[config.mk]
export PLATFORM = sky130hd
export DESIGN_NAME = hazard_ctrl
export DESIGN_NICKNAME = d
export VERILOG_FILES = /design/src/rtl/mips_hazard_pkg.sv /design/src/rtl/md_seq.sv /design/src/rtl/hazard_ctrl.sv
export SDC_FILE = /design/constraint.sdc
export NUM_CORES = 1
export LEC_CHECK = 0
export ABC_CLOCK_PERIOD_IN_PS = 4300
export BUFFER_PORTS_ARGS = -buffer_cell sky130_fd_sc_hd__buf_4
export CORE_ASPECT_RATIO = 0.75
export CORE_UTILIZATION = 55
export DETAILED_ROUTE_END_ITERATION = 7
export MAX_ROUTING_LAYER = met4
export PLACE_DENSITY = 0.92
export SLEW_MARGIN = 20
export SYNTH_ARGS = -nofsm -noshare
export SYNTH_HDL_FRONTEND = slang
export SYNTH_HIERARCHICAL = 1
export SYNTH_SLANG_ARGS = --single-unit
[constraint.sdc]
create_clock -name clk -period 4.3 [get_ports clk]
set_clock_uncertainty 0.15 [all_clocks]
set_input_delay 0.86 -clock clk [delete_from_list [all_inputs] [get_ports clk]]
set_output_delay 0.86 -clock clk [all_outputs]
set_load 0.005 [all_outputs]
[src/rtl/mips_hazard_pkg.sv]
// Shared definitions for the MIPS hazard controller: FSM encoding,
// multi-cycle unit latency defaults and the busy-counter width helper.
package mips_hazard_pkg;

  // Mult/div sequencer states
  localparam logic ST_RUN     = 1'b0;
  localparam logic ST_MD_BUSY = 1'b1;

  // Default latencies of the multi-cycle unit, in cycles after issue
  localparam int unsigned MULT_CYCLES_DEF = 4;
  localparam int unsigned DIV_CYCLES_DEF  = 32;

  // Busy counter must hold DIV_CYCLES-1, with one bit of headroom
  function automatic int unsigned cnt_width(input int unsigned div_cycles);
    return $clog2(div_cycles) + 1;
  endfunction

  localparam int unsigned CNT_W_DEF = cnt_width(DIV_CYCLES_DEF);

endpackage

[src/rtl/md_seq.sv]
// Mult/div sequencer: tracks how long the multi-cycle unit stays busy after
// an issue from EX and pulses md_done on the first cycle back in RUN.
module md_seq
  import mips_hazard_pkg::*;
#(
  parameter int unsigned MULT_CYCLES = MULT_CYCLES_DEF,
  parameter int unsigned DIV_CYCLES  = DIV_CYCLES_DEF
) (
  input  logic clk,
  input  logic rst,
  input  logic md_start_ex,
  input  logic md_div_ex,
  output logic md_busy,
  output logic md_done
);

  localparam int unsigned CNT_W = cnt_width(DIV_CYCLES);
  localparam logic [CNT_W-1:0] MULT_LOAD = CNT_W'(MULT_CYCLES - 1);
  localparam logic [CNT_W-1:0] DIV_LOAD  = CNT_W'(DIV_CYCLES - 1);

  logic             state;
  logic             state_next;
  logic [CNT_W-1:0] cnt;
  logic [CNT_W-1:0] cnt_next;
  logic             done_next;

  // Next-state: load the latency on issue, count down while busy.
  // A start seen while busy is ignored; ID is held by md_hazard then.
  always_comb begin
    state_next = state;
    cnt_next   = cnt;
    done_next  = 1'b0;
    case (state)
      ST_RUN: begin
        if (md_start_ex) begin
          cnt_next   = md_div_ex ? DIV_LOAD : MULT_LOAD;
          state_next = ST_MD_BUSY;
        end
      end
      ST_MD_BUSY: begin
        if (cnt == '0) begin
          state_next = ST_RUN;
          done_next  = 1'b1;
        end else begin
          cnt_next = cnt - CNT_W'(1);
        end
      end
      default: state_next = ST_RUN;
    endcase
  end

  // State, counter and done-pulse registers with synchronous reset
  always_ff @(posedge clk) begin
    if (rst) begin
      state   <= ST_RUN;
      cnt     <= '0;
      md_done <= 1'b0;
    end else begin
      state   <= state_next;
      cnt     <= cnt_next;
      md_done <= done_next;
    end
  end

  assign md_busy = (state == ST_MD_BUSY);

endmodule

[src/rtl/hazard_ctrl.sv]
// Pipeline hazard controller: load-use and HI/LO stalls, taken-branch
// flush, mult/div sequencing and a saturating stall-cycle counter.
module hazard_ctrl
  import mips_hazard_pkg::*;
#(
  parameter int unsigned MULT_CYCLES = MULT_CYCLES_DEF,
  parameter int unsigned DIV_CYCLES  = DIV_CYCLES_DEF
) (
  input  logic        clk,
  input  logic        rst,
  input  logic        memread_ex,
  input  logic [4:0]  rt_ex,
  input  logic [4:0]  rs_id,
  input  logic [4:0]  rt_id,
  input  logic        uses_rt_id,
  input  logic        branch_taken_id,
  input  logic        md_start_ex,
  input  logic        md_div_ex,
  input  logic        hilo_use_id,
  output logic        pc_write,
  output logic        ifid_write,
  output logic        idex_bubble,
  output logic        ifid_flush,
  output logic        md_busy,
  output logic        md_done,
  output logic [31:0] stall_count
);

  logic load_use;
  logic md_hazard;
  logic stall;

  md_seq #(
    .MULT_CYCLES (MULT_CYCLES),
    .DIV_CYCLES  (DIV_CYCLES)
  ) u_md_seq (
    .clk         (clk),
    .rst         (rst),
    .md_start_ex (md_start_ex),
    .md_div_ex   (md_div_ex),
    .md_busy     (md_busy),
    .md_done     (md_done)
  );

  // Hazard decode; a held branch re-resolves next cycle, so stall beats flush
  always_comb begin
    load_use    = memread_ex && (rt_ex != 5'd0) &&
                  ((rt_ex == rs_id) || (uses_rt_id && (rt_ex == rt_id)));
    md_hazard   = md_busy && hilo_use_id;
    stall       = load_use || md_hazard;
    pc_write    = !stall;
    ifid_write  = !stall;
    idex_bubble = stall;
    ifid_flush  = branch_taken_id && !stall;
  end

  // Saturating count of stall cycles for performance debug
  always_ff @(posedge clk) begin
    if (rst) begin
      stall_count <= '0;
    end else if (stall && (stall_count != 32'hFFFF_FFFF)) begin
      stall_count <= stall_count + 32'd1;
    end
  end

endmodule

==> results of run 1 <==
final cells by class:
| type | instances | area [sq um] |
|---|---|---|
| tap | 52 | 65.1 |
| multi-input combinational | 203 | 1310 |
| inverter | 12 | 45.0 |
| sequential | 40 | 801 |
| timing repair buffer | 62 | 465 |
| clock inverter | 3 | 46.3 |
| fill | 284 | 955 |
| clock buffer | 5 | 68.8 |
per-layer routing:
layer  wire length [um]  GRT usage [%]
met1               2240           31.5
met2               2160           35.7
met3                352           5.48
met4                 87           8.99
met5                  0              -
registers in the layout (all words and copies together) (netlist names):
register and count:
u_md_seq/md_busy 1, u_md_seq/md_done 1, stall_count 32, u_md_seq/cnt 6
worst max-delay path, stage by stage:
cell and delay (ns):
buf_4 0.12, xnor2_1 0.15, nand3_1 0.09, o22ai_1 0.22, a32oi_2 0.18, and2_1 0.19
buf_4 0.13
how the worst min path moves through the flow:
stage	cells past startpoint	end	slack [ns]	startpoint
finish	2	u_md_seq/cnt[4]$_SDFFE_PP0P_	0.39	u_md_seq/cnt[4]$_SDFFE_PP0P_
global placement	2	stall_count[30]$_SDFFE_PP0P_	0.36	stall_count[30]$_SDFFE_PP0P_
detailed placement	2	stall_count[30]$_SDFFE_PP0P_	0.38	stall_count[30]$_SDFFE_PP0P_
global route	2	u_md_seq/cnt[4]$_SDFFE_PP0P_	0.42	u_md_seq/cnt[4]$_SDFFE_PP0P_
floorplan	2	stall_count[30]$_SDFFE_PP0P_	0.34	stall_count[30]$_SDFFE_PP0P_
CTS	2	u_md_seq/cnt[4]$_SDFFE_PP0P_	0.39	u_md_seq/cnt[4]$_SDFFE_PP0P_
report_power, final:
group | leakage, uW | switching, uW | internal (uW) | total (uW)
Sequential | 0.000324 | 14.8 | 380 | 395
Combinational | 0.000636 | 56.4 | 55.1 | 112
Clock | 0.0000548 | 134 | 175 | 308
Total | 0.00101 | 205 | 610 | 815
per-stage QoR:
step                cell area, sq um  instances  total power, uW  hold slack [ns]  setup slack [ns]
finish                          2800        377              815            0.391              1.35
global route                    2800        377              851            0.416              1.25
CTS                             2800        377              819            0.391              1.34
detailed placement              2690        369              513            0.378              1.34
global placement                2690        369              508            0.357              1.39
floorplan                       2220        265              471            0.337              1.43
cell usage in the layout (no fill, tap or decap), types with 2 or more instances in the layout:
cell type	instances
a21oi_1	4
a221oi_1	2
a221oi_2	2
and2_1	3
and3_1	2
buf_4	62
clkbuf_8	5
dfxtp_1	40
ha_1	3
inv_1	12
nand2_1	23
nand3_1	11
nand4_1	6
nor2_1	45
nor3_1	13
nor3_2	2
nor3b_1	4
nor4_1	13
nor4b_1	2
o21ai_0	3
xnor2_1	41
logic make-up (layout without fill, tap and decap cells):
kind of cell / after synthesis / count (layout) / share of synthesized area, %
xor gates and xnor gates: 41 / 41 / 16.2
AOI/OAI and AO/OA: 20 / 20 / 7.60
buffers and inverters: 22 / 82 / 5.01
and+or+nand+nor: 138 / 138 / 33.0
muxes: 1 / 1 / 0.507
DFF: 40 / 40 / 36.0
adders and majority gates: 3 / 3 / 1.69
==> impl_metrics.env, run 1 <==
export IMPL_grt_max_degree=42
export IMPL_peakVddDrop_mv=0.216
export IMPL_coreArea_sq_um=3760
export IMPL_cts_root_buf="clkbuf_8"
export IMPL_clk_pin_slew_worst_paths_ns=0.08
export IMPL_synth_top_area_share_pct=36.0
export IMPL_drv_cap=0
export IMPL_cts_tree="built"
export IMPL_reg2reg_to="stall_count[10]$_SDFFE_PP0P_"
export IMPL_arrival_ns=1.94
export IMPL_cp_start_kind="input port"
export IMPL_powerDensity_nw_per_um2=291
export IMPL_place_congestion=0.827
export IMPL_synth_area_leaders="dfxtp_1, xnor2_1, nor2_1, nand2_1, nor4_1"
export IMPL_synth_edf_count=0
export IMPL_grt_pass1_wl_um=7760
export IMPL_htreeDepth=2
export IMPL_r2r_cells=8
export IMPL_syn_inst=265
export IMPL_antenna_found_initial=0
export IMPL_synth_most_common_cell="nor2_1"
export IMPL_crit_required_ns=3.29
export IMPL_synth_fp_nets=291
export IMPL_syn_to_final_growth_pct=26.1
export IMPL_crit_type="input port to output pin"
export IMPL_yosys_warnings=6
export IMPL_placementRows=19
export IMPL_numClockSinks=40
export IMPL_syn_avg_cell_area_sq_um=8.39
export IMPL_fmax_ghz=0.339
export IMPL_n_antenna_cell=0
export IMPL_dr_pass1_iters=4
export IMPL_drive_gt1_share_pct=27.1
export IMPL_drc_errors=0
export IMPL_slew_headroom_pct=71.6
export IMPL_fin_crit_ns=2.95
export IMPL_seq_area_frac_synth_pct=36.0
export IMPL_hpwl_um=3530
export IMPL_final_core_util_pct=74.6
export IMPL_synth_seq_cells=40
export IMPL_final_period_utilization_pct=68.7
export IMPL_hold_class="flop to flop"
export IMPL_worst_pin_slew_ns=0.421
export IMPL_clockBufferDepth=2
export IMPL_async_flop_share_pct=0
export IMPL_drt_iter0_drc=154
export IMPL_r2r_start="stall_count[2]$_SDFFE_PP0P_"
export IMPL_hold_viol=0
export IMPL_insertion_delay_ns=0.29
export IMPL_finalWirelength_um=4830
export IMPL_reg2reg_slack_ns=1.98
export IMPL_wl_per_cell_um=12.8
export IMPL_endpoint="ifid_flush"
export IMPL_status="finished, final reports clean"
export IMPL_cp_startpoint="rt_ex[4]"
export IMPL_io_buffer_count=60
export IMPL_ant_nets=0
export IMPL_grt_overflow=0
export IMPL_postCtsResizedCells=0
export IMPL_setup_tns_final_ns=0
export IMPL_setup_worst_path_end_class="output pin"
export IMPL_synth_common_cells="nor2_1, xnor2_1, dfxtp_1, nand2_1"
export IMPL_layout_nets=350
export IMPL_die_h_um=57.0
export IMPL_synth_flop_cell="dfxtp_1"
export IMPL_slew_violations=0
export IMPL_yosys_area_top_type="dfxtp_1"
export IMPL_via_per_inst=5.46
export IMPL_rsz0062_at_grt="false"
export IMPL_path_max_fanout=5
export IMPL_die_w_um=75.4
export IMPL_setup_viol=0
export IMPL_grt_total_usage_pct=23.9
export IMPL_io_pins=61
export IMPL_syn_area_sq_um=2220
export IMPL_initial_core_util_pct=59.2
export IMPL_cts_buffers=5
export IMPL_dieArea_sq_um=4300
export IMPL_power_leakage_uw=0.00101
export IMPL_postCtsHoldBufs=0
export IMPL_post_cts_buffers=0
export IMPL_vias=2057
export IMPL_synth_cell_type_count=48
export IMPL_grt_pass1_vias=1788
(Power assumes the default switching activity.)
==> run 2, diff against run 1 <==
- ABC_CLOCK_PERIOD_IN_PS: 4300 -> 2700
- CORE_UTILIZATION: 55 -> 47
- PLACE_DENSITY: 0.92 -> 0.85
- clock period: 4.3 -> 2.7 ns (I/O delays scaled with it)
==> impl_metrics.env, run 2 (synthesis results as in run 1) <==
export IMPL_largestRegisters="stall_count (32), u_md_seq/cnt (6)"
export IMPL_drt_iter0_drc=156
export IMPL_powerDensity_nw_per_um2=459
export IMPL_fin_area_sq_um=2820
export IMPL_dpl_cell_area_sq_um=2720
export IMPL_cpPeakStageDelay_ns=0.22
export IMPL_largest_reg_flops=32
export IMPL_hold_ws_ns=0.380
export IMPL_arrival_ns=1.73
export IMPL_ant_nets=0
export IMPL_setup_tns_final_ns=0
export IMPL_worst_pin_slew_ns=0.420
export IMPL_syn_to_final_growth_pct=27.0
export IMPL_initial_core_util_pct=49.5
export IMPL_htreeDepth=2
export IMPL_numClockSinks=40
export IMPL_slew_headroom_pct=71.8
export IMPL_fmax_ghz=0.413
export IMPL_r2r_start="stall_count[2]$_SDFFE_PP0P_"
export IMPL_antenna_found_initial=0
export IMPL_slew_violations=0
export IMPL_dr_pass1_iters=4
export IMPL_crit_chain="buf_4 -> xnor2_1 -> nand4_1 -> o22ai_1 -> a32oi_2 -> and2_1 -> buf_4"
export IMPL_setup_viol=0
export IMPL_cts_root_buf="clkbuf_8"
export IMPL_path_common_cell="buf_4"
export IMPL_multi_input_area_sq_um=1310
export IMPL_power_leakage_uw=0.00103
export IMPL_grt_max_degree=42
export IMPL_cts_buffers=5
export IMPL_cp_slowest_cell="a32oi_2"
export IMPL_die_w_um=81.4
export IMPL_grt_total_usage_pct=22.8
export IMPL_instances_no_fill=385
export IMPL_insertion_delay_ns=0.30
export IMPL_dieArea_sq_um=5010
export IMPL_drc_errors=0
export IMPL_ff_latch_area_sq_um=801
export IMPL_reg2reg_to="stall_count[27]$_SDFFE_PP0P_"
export IMPL_hold_viol=0
export IMPL_finalWirelength_um=5230
export IMPL_crit_type="input port to output pin"
export IMPL_place_congestion=0.862
export IMPL_coreArea_sq_um=4490
export IMPL_fin_crit_ns=2.42
export IMPL_crit_required_ns=2.01
export IMPL_final_period_utilization_pct=89.7
export IMPL_io_buffer_count=60
export IMPL_cts_tree="built"
export IMPL_clockBufferDepth=2
export IMPL_postCtsResizedCells=0
export IMPL_final_common_cell="buf_4"
export IMPL_grt_overflow=0
export IMPL_hold_path_depth=2
export IMPL_peakVddDrop_mv=0.225
export IMPL_status="finished, final reports clean"
export IMPL_reg2reg_slack_ns=0.43
export IMPL_hold_end="u_md_seq/cnt[4]$_SDFFE_PP0P_"
export IMPL_postCtsHoldBufs=0
export IMPL_layout_common_cells="buf_4, nor2_1, xnor2_1"
export IMPL_grt_pass1_vias=1874
export IMPL_path_max_fanout=7
export IMPL_grt_pass1_wl_um=8260
export IMPL_fillers=387
export IMPL_r2r_cells=7
export IMPL_cp_start_kind="input port"
export IMPL_n_antenna_cell=0
export IMPL_top_register="stall_count"
export IMPL_setup_worst_path_end_class="output pin"
export IMPL_hold_class="flop to flop"
export IMPL_vias=2061
export IMPL_clk_pin_slew_worst_paths_ns=0.08
export IMPL_placementRows=21
export IMPL_via_per_inst=5.35
export IMPL_wl_per_cell_um=13.6
export IMPL_worstHoldStart="u_md_seq/cnt[4]$_SDFFE_PP0P_"
export IMPL_power_uw=1290
export IMPL_post_cts_buffers=0
export IMPL_drv_cap=0
export IMPL_io_pins=61
export IMPL_hpwl_um=3800
export IMPL_rsz0062_at_grt="false"
export IMPL_drive_gt1_share_pct=27.4
export IMPL_die_h_um=61.6
export IMPL_dp_cells=377
export IMPL_layout_nets=353
run 2: per-layer routing:
layer  global-route usage [%]  vias to the layer above  part of all wire (%)
met5                        -                        -                     0
met4                     6.12                        0                   1.5
met3                     7.85                        8                   7.8
met2                     36.7                       63                    44
met1                     27.3                      956                    47
li1                         -                     1034                     -
run 2: metrics by stage:
step | util (%) | setup WS (ns)
6_report | 62.8 | 0.279
5_1_grt | 62.8 | 0.201
4_1_cts | 62.8 | 0.274
3_5_place_dp | 60.4 | 0.162
3_3_place_gp | 60.4 | 0.305
2_1_floorplan | - | 0.475
run 2: area by class of cell:
cell class | count | area share, %
multi-input cells | 203 | 46.4
flip-flops and latches | 40 | 28.4
repair buffers | 65 | 17.3
clock buffers | 6 | 2.57
well taps | 57 | 2.53
inverters | 12 | 1.60
clock inverters | 2 | 1.24
run 2: report_power, final:
group / internal, uW / leakage [uW] / switching [uW]
clock: 274 / 0.0000552 / 212
combinational: 90.3 / 0.000650 / 89.1
sequential: 605 / 0.000324 / 23.6
total: 970 / 0.00103 / 325
run 2: how the worst max path moves through the flow:
stage,depth (start not counted),endpoint,start
4_1_cts,7,ifid_flush,rt_ex[2]
3_5_place_dp,9,stall_count[24]$_SDFFE_PP0P_,rt_ex[2]
6_report,7,ifid_flush,rt_ex[2]
5_1_grt,7,ifid_flush,rt_ex[2]
3_3_place_gp,9,stall_count[24]$_SDFFE_PP0P_,rt_ex[4]
2_1_floorplan,6,ifid_flush,rt_id[0]
run 2: worst max-delay path: cells and delay by family:
family          cells  cell delay [ns]
compound gates      2             0.42
simple gates        2             0.35
buf+inv             2             0.26
xor+xnor            1             0.16
==> run 3, diff against run 2 <==
- ABC_AREA: default -> 1
- CORE_UTILIZATION: 47 -> 50
- PLACE_DENSITY: 0.85 -> 0.86
==> impl_metrics.env, run 3 <==
export IMPL_synth_seq_cells=40
export IMPL_r2r_start="stall_count[1]$_SDFFE_PP0P_"
export IMPL_numClockSinks=40
export IMPL_async_flop_share_pct=0
export IMPL_hpwl_um=5540
export IMPL_pre_cts_ws_ns=0.434
export IMPL_power_frac_seq_pct=46.8
export IMPL_seq_area_frac_synth_pct=28.8
export IMPL_cp_num_buf_inv=2
export IMPL_path_common_cell="nand2_2"
export IMPL_setup_ws_ns=0.401
export IMPL_placementRows=23
export IMPL_wl_per_cell_um=12.3
export IMPL_powerDensity_nw_per_um2=393
export IMPL_arrival_ns=2.38
export IMPL_synth_fp_nets=486
export IMPL_drt_iter0_drc=202
export IMPL_hold_end="stall_count[31]$_SDFFE_PP0P_"
export IMPL_final_common_cell="nand2_1"
export IMPL_final_period_utilization_pct=85.1
export IMPL_finalWirelength_um=7320
export IMPL_coreArea_sq_um=5350
export IMPL_power_frac_clock_pct=37.0
export IMPL_cts_root_buf="clkbuf_8"
export IMPL_path_max_fanout=31
export IMPL_n_antenna_cell=0
export IMPL_wirelength_met1_um=3550
export IMPL_crit_type="flop to flop"
export IMPL_fillers=509
export IMPL_layout_common_cells="nand2_1, nor2_1, buf_4"
export IMPL_syn_inst=460
export IMPL_worst_pin_slew_ns=0.379
export IMPL_fin_crit_ns=2.30
export IMPL_dieArea_sq_um=5870
export IMPL_setup_viol=0
export IMPL_hold_class="flop to flop"
export IMPL_slew_violations=0
export IMPL_status="finished, final reports clean"
export IMPL_slew_headroom_pct=74.7
export IMPL_synth_top_area_share_pct=28.8
export IMPL_io_buffer_count=60
export IMPL_insertion_delay_ns=0.30
export IMPL_postCtsHoldBufs=0
export IMPL_routed_top_layer="met4"
export IMPL_grt_pass1_vias=2737
export IMPL_yosys_warnings=6
export IMPL_clk_pin_slew_worst_paths_ns=0.08
export IMPL_io_pins=61
export IMPL_p_sw_share_pct=27.4
export IMPL_grt_total_usage_pct=27.3
export IMPL_grt_overflow=0
export IMPL_wl_met3_um=407
export IMPL_cp_start_kind="flop"
export IMPL_r2r_cells=11
export IMPL_syn_avg_cell_area_sq_um=6.05
export IMPL_crit_chain="ha_1 -> nand3_2 -> inv_2 -> nand2_2 -> clkinv_2 -> nand2_2 -> nor2_4 -> nand3_4 -> nand2_4 -> nand2_1 -> a21oi_1"
export IMPL_crit_required_ns=2.78
export IMPL_cpPeakStageDelay_ns=0.39
export IMPL_worstHoldStart="stall_count[31]$_SDFFE_PP0P_"
export IMPL_synth_most_common_cell="nand2_1"
export IMPL_peakVddDrop_mv=0.189
export IMPL_largest_reg_flops=32
export IMPL_drc_errors=0
export IMPL_antenna_found_initial=0
export IMPL_syn_area_sq_um=2780
export IMPL_syn_to_final_growth_pct=21.7
export IMPL_p_sw_uw=364
export IMPL_cp_slowest_cell="dfxtp_1"
export IMPL_p_int_uw=966
export IMPL_largestRegisters="stall_count (32), u_md_seq/cnt (6)"
export IMPL_synth_common_cells="nand2_1, nor2_1, nand3_1, dfxtp_1, a21oi_1"
export IMPL_htreeDepth=2
export IMPL_setup_worst_path_end_class="flop"
export IMPL_cp_top_family="simple AND/OR/NAND/NOR gates"
export IMPL_ant_nets=0
export IMPL_wl_met2_um=3270
export IMPL_power_leakage_uw=0.00142
export IMPL_initial_core_util_pct=52.0
export IMPL_synth_flop_cell="dfxtp_1"
export IMPL_layout_nets=544
export IMPL_postCtsResizedCells=0
export IMPL_synth_cell_type_count=28
export IMPL_setup_tns_final_ns=0
export IMPL_grt_max_degree=37
export IMPL_yosys_area_top_type="dfxtp_1"
export IMPL_fmax_ghz=0.435
export IMPL_vias=3078
export IMPL_hold_viol=0
export IMPL_die_w_um=88.1
export IMPL_cp_num_cells=11
export IMPL_drive_gt1_share_pct=17.9
export IMPL_synth_edf_count=0
export IMPL_cts_tree="built"
export IMPL_dr_pass1_iters=4
export IMPL_cts_buffers=5
export IMPL_power_uw=1330
export IMPL_post_cts_buffers=0
export IMPL_via_per_inst=5.18
export IMPL_reg2reg_to="stall_count[16]$_SDFFE_PP0P_"
export IMPL_clockBufferDepth=2
export IMPL_reg2reg_slack_ns=0.40
export IMPL_drv_cap=0
export IMPL_top_register="stall_count"
export IMPL_die_h_um=66.6
export IMPL_synth_area_leaders="dfxtp_1, nand2_1, nor2_1, nand3_1, a21oi_1"
export IMPL_grt_pass1_wl_um=12100
export IMPL_comb_power_share_pct=16.2
export IMPL_hold_path_depth=2
export IMPL_place_congestion=0.962
export IMPL_rsz0062_at_grt="false"
[run 3: cell count changes after synthesis, moves of 11 or more]
| cell | delta |
|---|---|
| nand3_1 | +30 |
| a21oi_1 | +34 |
| nand2_1 | +141 |
| nor2_1 | +23 |
| nor4_1 | -13 |
| inv_1 | +18 |
| nor3_1 | -11 |
| xnor2_1 | -35 |
| nand3b_1 | +15 |
[run 3: area by class of cell]
type	instances	area [sq um]	share of cell area [%]
Clock buffer	5	68.8	2.03
Clock inverter	3	42.5	1.26
Inverter	34	130	3.84
Multi-Input combinational cell	373	1770	52.2
Sequential cell	40	801	23.7
Tap cell	75	93.8	2.77
Timing Repair Buffer	64	480	14.2
[run 3: tightest hold or removal path, cell delays in order, from the launching register on]
cell	delay, ns
dfxtp_1	0.34
nand2_1	0.07
a21oi_1	0.05
[run 3: per-layer routing]
| metal | vias to the layer above | global-route usage [%] |
|---|---|---|
| li1 | 1576 | - |
| met1 | 1403 | 35.9 |
| met2 | 88 | 43.9 |
| met3 | 11 | 4.09 |
| met4 | 0 | 7.86 |
| met5 | - | - |
[run 3: cell families after synthesis]
group | count (synthesis) | share of synthesized area (%)
flops | 40 | 28.8
simple gates | 311 | 49.4
buf+inv | 47 | 7.65
fa+ha+maj | 3 | 1.35
xor+xnor | 16 | 5.04
compound gates | 43 | 7.74
[run 3: stage by stage]
stage	hold WS, ns	cells	util, %	cell area [sq um]
after floorplan	0.324	460	-	2780
after global placement	0.337	586	61.2	3270
after detailed placement	0.347	586	61.2	3270
after CTS	0.361	594	63.2	3380
after global routing	0.388	594	63.2	3380
final	0.356	594	63.2	3380
[run 3: power groups by stage]
stage | registers (uW) | clock network (uW) | logic, uW
after floorplan | 634 | 0 | 148
final | 622 | 492 | 216
after detailed placement | 636 | 0 | 214
after global placement | 635 | 0 | 207
after global routing | 625 | 524 | 246
after CTS | 622 | 499 | 215
[run 3: worst max-delay path by stage]
stage,start,endpoint
6_report,stall_count[1]$_SDFFE_PP0P_,stall_count[16]$_SDFFE_PP0P_
5_1_grt,stall_count[1]$_SDFFE_PP0P_,stall_count[2]$_SDFFE_PP0P_
4_1_cts,stall_count[1]$_SDFFE_PP0P_,stall_count[7]$_SDFFE_PP0P_
3_5_place_dp,stall_count[1]$_SDFFE_PP0P_,stall_count[16]$_SDFFE_PP0P_
3_3_place_gp,rt_ex[3],ifid_flush
2_1_floorplan,rt_ex[3],pc_write
